--- config.mk ---
export PLATFORM = sky130hd
export DESIGN_NAME = addecrc
export DESIGN_NICKNAME = d
export VERILOG_FILES = /design/src/rtl/addecrc.sv
export SDC_FILE = /design/constraint.sdc
export NUM_CORES = 1
export LEC_CHECK = 0
export CAP_MARGIN = 20
export CELL_PAD_IN_SITES_DETAIL_PLACEMENT = 0
export CELL_PAD_IN_SITES_GLOBAL_PLACEMENT = 1
export CORE_UTILIZATION = 49
export CTS_CLUSTER_DIAMETER = 40
export DETAILED_ROUTE_END_ITERATION = 8
export PLACE_DENSITY_LB_ADDON = 0.1
export SYNTH_ARGS = -nofsm -noshare
export SYNTH_HDL_FRONTEND = slang
export SYNTH_SLANG_ARGS = --single-unit
export TNS_END_PERCENT = 10
--- constraint.sdc ---
create_clock -name i_clk -period 4.6 [get_ports i_clk]
set_input_delay 1.38 -clock i_clk [delete_from_list [all_inputs] [get_ports i_clk]]
set_output_delay 1.38 -clock i_clk [all_outputs]
set_load 0.05 [all_outputs]
--- src/rtl/addecrc.sv ---
// Nibble-stream framer: pads short frames with zero nibbles up to MINLEN and
// appends a reflected CRC-32 FCS, or passes the stream through registered when disabled.
module addecrc #(
    parameter int MINLEN = 120
) (
    input  logic       i_clk,
    input  logic       i_reset_n,
    input  logic       i_ce,
    input  logic       i_en,
    input  logic       i_cancel,
    input  logic       i_v,
    input  logic [3:0] i_nibble,
    output logic       o_v,
    output logic [3:0] o_nibble,
    output logic       o_busy
);

    typedef enum logic [1:0] {IDLE, DATA, PAD, FCS} state_t;

    localparam logic [31:0] CRC_INIT = 32'hFFFF_FFFF;
    localparam logic [31:0] CRC_POLY = 32'hEDB8_8320;
    localparam logic [15:0] MIN_W    = MINLEN[15:0];

    state_t      state_q, state_d;
    logic [31:0] crc_q, crc_d;
    logic [15:0] cnt_q, cnt_d;
    logic [2:0]  fcsIdx_q, fcsIdx_d;
    logic        armed_q, armed_d;
    logic        outValid_q, outValid_d;
    logic [3:0]  outNibble_q, outNibble_d;

    logic        padNeeded;
    logic [15:0] cntInc;

    // Four LSB-first shift steps of the reflected CRC for one nibble.
    function automatic logic [31:0] crcNibble(input logic [31:0] crc, input logic [3:0] nib);
        logic [31:0] c;
        c = crc ^ {28'd0, nib};
        for (int i = 0; i < 4; i++) begin
            c = c[0] ? ((c >> 1) ^ CRC_POLY) : (c >> 1);
        end
        return c;
    endfunction

    assign padNeeded = (cnt_q < MIN_W);
    assign cntInc    = padNeeded ? cnt_q + 16'd1 : cnt_q;

    always_comb begin
        state_d     = state_q;
        crc_d       = crc_q;
        cnt_d       = cnt_q;
        fcsIdx_d    = fcsIdx_q;
        armed_d     = armed_q;
        outValid_d  = outValid_q;
        outNibble_d = outNibble_q;

        if (i_ce) begin
            armed_d     = ~i_v;
            outValid_d  = 1'b0;
            outNibble_d = 4'h0;
            if (i_cancel) begin
                state_d  = IDLE;
                crc_d    = CRC_INIT;
                cnt_d    = 16'd0;
                fcsIdx_d = 3'd0;
                armed_d  = 1'b0;
            end else begin
                case (state_q)
                    IDLE: begin
                        crc_d    = CRC_INIT;
                        cnt_d    = 16'd0;
                        fcsIdx_d = 3'd0;
                        if (!i_en) begin
                            outValid_d  = i_v;
                            outNibble_d = i_nibble;
                        end else if (armed_q && i_v) begin
                            outValid_d  = 1'b1;
                            outNibble_d = i_nibble;
                            crc_d       = crcNibble(CRC_INIT, i_nibble);
                            cnt_d       = (MIN_W != 16'd0) ? 16'd1 : 16'd0;
                            state_d     = DATA;
                        end
                    end
                    DATA, PAD: begin
                        outValid_d = 1'b1;
                        if (state_q == DATA && i_v) begin
                            outNibble_d = i_nibble;
                            crc_d       = crcNibble(crc_q, i_nibble);
                            cnt_d       = cntInc;
                        end else if (padNeeded) begin
                            outNibble_d = 4'h0;
                            crc_d       = crcNibble(crc_q, 4'h0);
                            cnt_d       = cntInc;
                            state_d     = PAD;
                        end else begin
                            // First FCS nibble leaves on the same cycle the frame body ends.
                            outNibble_d = ~crc_q[3:0];
                            crc_d       = crc_q >> 4;
                            fcsIdx_d    = 3'd1;
                            state_d     = FCS;
                        end
                    end
                    FCS: begin
                        outValid_d  = 1'b1;
                        outNibble_d = ~crc_q[3:0];
                        crc_d       = crc_q >> 4;
                        fcsIdx_d    = fcsIdx_q + 3'd1;
                        if (fcsIdx_q == 3'd7) begin
                            state_d = IDLE;
                            cnt_d   = 16'd0;
                        end
                    end
                    default: state_d = IDLE;
                endcase
            end
        end
    end

    always_ff @(posedge i_clk) begin
        if (!i_reset_n) begin
            state_q     <= IDLE;
            crc_q       <= CRC_INIT;
            cnt_q       <= 16'd0;
            fcsIdx_q    <= 3'd0;
            armed_q     <= 1'b0;
            outValid_q  <= 1'b0;
            outNibble_q <= 4'h0;
        end else begin
            state_q     <= state_d;
            crc_q       <= crc_d;
            cnt_q       <= cnt_d;
            fcsIdx_q    <= fcsIdx_d;
            armed_q     <= armed_d;
            outValid_q  <= outValid_d;
            outNibble_q <= outNibble_d;
        end
    end

    assign o_v      = outValid_q;
    assign o_nibble = outNibble_q;
    assign o_busy   = (state_q != IDLE);

endmodule
[Yosys cells after proc, flatten, opt, wreduce, memory -nomap -nowiden]
Cells that the tools add are included.
Cells by class
  reduce and logical (&&, ||, !) cells: 9
  $lt $le $gt $ge: 1
  muxes and demuxes: 48
  bitwise logic cells: 16
  add/sub/neg operators: 2
  equal/unequal tests: 10
Operators with widths (number)
  32-bit 2-to-1 mux: 17
  13-bit inverter with 14-bit output: 12
  32-bit one-hot mux with 3 select lines: 1
  16-bit 2-to-1 mux: 5
  16-bit one-hot mux with 3 select lines: 1
  4-bit inverter with 32-bit output: 1
  32-bit by 4-bit bitwise XOR with 32-bit output: 1
  4-bit 2-to-1 mux: 5
  16-bit by 1-bit adder with 16-bit output, second input constant: 1
  16-bit by 7-bit less-than comparator with 1-bit output, second input constant: 1
  3-bit != test, second input constant: 5
  4-bit one-hot mux with 3 select lines: 1
  2-bit 2-to-1 mux: 5
  3-bit 2-to-1 mux: 3
  3-bit one-hot mux with 3 select lines: 1
  1-bit 2-to-1 mux: 7
  2-bit one-hot mux with 3 select lines: 1
  3-bit AND reduction: 2
  5-bit AND reduction: 1
  2-bit == test, second input constant: 2
  4-bit != test, second input constant: 1
  4-bit inverter: 1
  3-bit by 1-bit adder with 3-bit output, second input constant: 1
  3-bit == test, second input constant: 1
  8 further kinds: 9
Word-level totals
  logic and storage cells: 93
  register bits: 59
  output and inout port bits: 6
  input port bits: 10

[Longest topological paths before layout]
  depth in word-level cells: 13
  mapped depth: 10
  mapped depth without buffers: 8

[Least setup slack after synthesis]
OpenSTA, ideal clock, no wires.
  path kind: input to register
  from: input port i_v
  to: register crc_q[15]
  library setup time: 0.125 ns
  arrival time: 2.788 ns
  required time: 4.475 ns
  buffers on the path: 1
  stages on the path: 7
  setup slack: 1.687 ns
  cell sequence: buf_2 a211oi_1 nand4_2 a31o_2 a211o_1 a21oi_1 a211oi_1
Between the ends
  longest elaborated chain between the ends: 5
  elaborated cells between the ends (all ways): 7
  classes of those cells: mux (5); reduce/logical (2)
RTL lines
  from (decl): line 11  | input logic i_v,
  1-bit logical AND: line 76  | end else if (armed_q && i_v) begin
  32-bit 2-to-1 mux: line 76
  32-bit 2-to-1 mux: line 73  | if (!i_en) begin
  32-bit one-hot mux with 3 select lines (*): line 68  | case (state_q)
  32-bit 2-to-1 mux (*): line 61  | if (i_cancel) begin
  to (signal assigned): line 130  | crc_q <= crc_d;
  to (decl): line 25  | logic [31:0] crc_q, crc_d;
Every way passes the cells marked *; elsewhere a longest branch is shown, timed or not.
A chain may end at the register's enable or synchronous reset.

[Worst setup path after layout]
  from: input port i_nibble[3]
  to: register crc_q[24]
Between the ends
  longest elaborated chain between the ends: 9
  elaborated cells between the ends (all ways): 15
  classes of those cells: mux (13); bitwise (2)
RTL lines
  from (decl): line 12  | input logic [3:0] i_nibble,
  4-bit inverter with 32-bit output (no source line)
  32-bit 2-to-1 mux (4 in series): line 40  | c = c[0] ? ((c >> 1) ^ CRC_POLY) : (c >> 1);
  32-bit 2-to-1 mux: line 76
  32-bit 2-to-1 mux: line 73
  32-bit one-hot mux with 3 select lines (*): line 68
  32-bit 2-to-1 mux (*): line 61
Marked as above.

==> impl_results.md <==
* First-pass GRT wire length at 16400 um
* Total core area at 7290 sq um
* Setup bufs post-CTS at 0
* Final Cycle Share at 0.744
* Residual DRC count at 0
* Commonest non-fill, non-tap cell in the layout: nor2_1
* Htree depth at 3
* Status: complete, no violations
* Ys async rst share at 0
* Max-Cap Viols at 0
* Port-buffer cells at 15
* Seq/Total Area, Yosys at 0.318
* Post-synth EDFFs at 0
* Initial antenna violation count at 0
* WP buf/inv at 1
* Req. time, crit path at 4880 ps
* Setup Skew at 11.0 ps
* WL per Instance at 17.9 um
* WP data arrival at 3700 ps
* Post-route ant nets at 0
* CTS tree: done
* Syn Inst Count at 477
* Dominant cells by area after synthesis: dfxtp_1, nor2_1, a21oi_1
* Worst Hold Class: register to register
* Pins Over Slew Limit at 0
* Crit path max-delay cell type: clkdlybuf4s50_1
* Hold-fix buffers, CTS at 0
* Worst relative slew slack at 0.419
* Pwr dens at 298 nW/um^2
* Top achievable clock speed at 292 MHz
* DP Area at 3880 sq um
* WL final at 10400 um
* Die height at 89.0 um
* Via count of the first global-routing pass at 3088
* FP Rows at 31
* Crit. End Element: register
* Pre-Repair DR Iteration Count at 5
* Most frequent cells in the layout: nor2_1, dfxtp_1, a21oi_1, nand2_1, o21ai_0
* Final hold vios at 0
* CP delay by family, top: buffers and inverters
* Critical path's largest stage delay at 830 ps
* Fin crit period at 3420 ps
* Root Buffer: clkbuf_8
* RSZ-0062 raised after global routing: no
* Die width at 89.0 um
* Initial Util at 0.509
* Vias at 3462
* Nets at 493
* Slew at the pin with the worst max-slew slack at 869 ps
* Sink Count at 59
* Setup WS post-layout at 1180 ps
* Post-synth cell types at 65
* Mean Syn Cell Area at 7.78 sq um
* Maximum VDD drop at 194 uV
* LEAKAGE at 1.45 nW
* Die Footprint at 7930 sq um
* DP Worst Slack at 855 ps
* CTS Buffer Depth at 2
* GP Congestion at 0.883
* Overall Global Routing Usage at 0.281
* Post_cts resized at 0
* Final Cell Area at 4110 sq um
* P&R area growth vs syn at 10.6%
* Final setup violation count at 0
* CP Cell Sequence: clkdlybuf4s50_1 -> xnor3_1 -> a21oi_1 -> o221ai_1 -> and3_1 -> a211oi_2
* Synth Warn # at 0
* Crit path launch type: input pin
* GRT overflow at 0
* HPWL after DPL at 7420 um
* Clk_lat worst skew at 350 ps
* CP max FO at 10
* Post-synth top area share at 0.318
* Post-synth top flop: dfxtp_1
* Io pins at 16
* Crit path kind: input pin to register
* Ratio of cells with drive above 1 in the final layout at 0.0996
* Synthesized Nets at 493
* Drt first-iter violations at 292
* Final antenna diode count at 0
* Synth area leader: dfxtp_1
* TritonCTS Buffers at 9
* Seq cells post-synth at 59
* Vias per inst at 5.96
* Hold_ws at 474 ps
* CTS clk-pin slew, worst paths at 70 ps
* Largest net degree at the start of global routing at 30
* Sum of negative setup slack at 0 ps
* Synthesized cell area at 3710 sq um
[cell type report]
type	count	area, sq um
fill	730	3190
clock inverter	6	88.8
timing repair buffer	22	203
sequential	59	1180
inverter	9	33.8
tap	99	124
clock buffer	10	138
multi-input combinational	376	2340
[routing by layer]
layer,global-route usage,vias to the layer above,routed length [um]
met4,0.124,0,232
li1,-,1701,-
met3,0.0517,22,678
met5,0,-,0
met2,0.422,133,4470
met1,0.393,1606,5000
[where the power goes]
group	internal (mW)	switching, mW
sequential	0.519	0.00868
clock	0.319	0.227
combinational	0.0538	0.0953
[registers in the layout (all words and copies together), names as in the netlist]
| name | cells |
|---|---|
| fcsIdx_q | 3 |
| o_v | 1 |
| o_nibble | 4 |
| armed_q | 1 |
| state_q | 2 |
| cnt_q | 16 |
| crc_q | 32 |
[per-stage QoR]
| step | total power [mW] | instances | utilization |
|---|---|---|---|
| CTS | 1.23 | 581 | 0.563 |
| finish | 1.22 | 581 | 0.563 |
| detailed placement | 0.685 | 565 | 0.532 |
| floorplan | 0.644 | 477 | - |
| global placement | 0.684 | 565 | 0.532 |
| global route | 1.26 | 581 | 0.563 |
[cells by family after synthesis]
kind of cell | synth area share
AND/OR/NAND/NOR | 0.239
AO/OA/AOI/OAI | 0.266
multiplexers | 0.0192
adder cells (fa/ha/maj) | 0.0202
XOR/XNOR | 0.0846
flip-flops | 0.318
buffers and inverters | 0.0522
[cell usage after synthesis (all sizes together), types with 4 or more instances]
cell type	instances
o21ai	35
nand2	41
nand3b	7
nor2b	6
a21boi	5
nor3	6
and3	6
o211ai	4
dfxtp	59
and2	4
a211oi	15
nor2	77
a211o	4
inv	8
clkbuf	15
ha	6
buf	18
nand2b	5
a31oi	7
nand4	4
a22oi	6
or2	4
nand3	13
o21a	6
xor2	13
mux2i	6
a21oi	46
o311ai	6
xnor2	13
o22ai	4
[path summary, 6_finish.rpt]
path                                   from   endpoint  slack, ps  cells past startpoint
worst max-delay path            i_nibble[3]  crc_q[24]       1180                      6
worst min-delay path              crc_q[19]  crc_q[15]        470                      1
worst max register to register   state_q[0]  crc_q[24]       1740                      7
worst min register to register    crc_q[19]  crc_q[15]        470                      1
[worst register-to-register path, stage by stage, from the launching register on]
cell and delay, ps:
dfxtp_1 380, inv_1 60, ha_1 720, nand2_1 590
or4b_1 670, o311ai_2 130, nor2_2 60, a211oi_2 180
(Power assumes the default switching activity.)
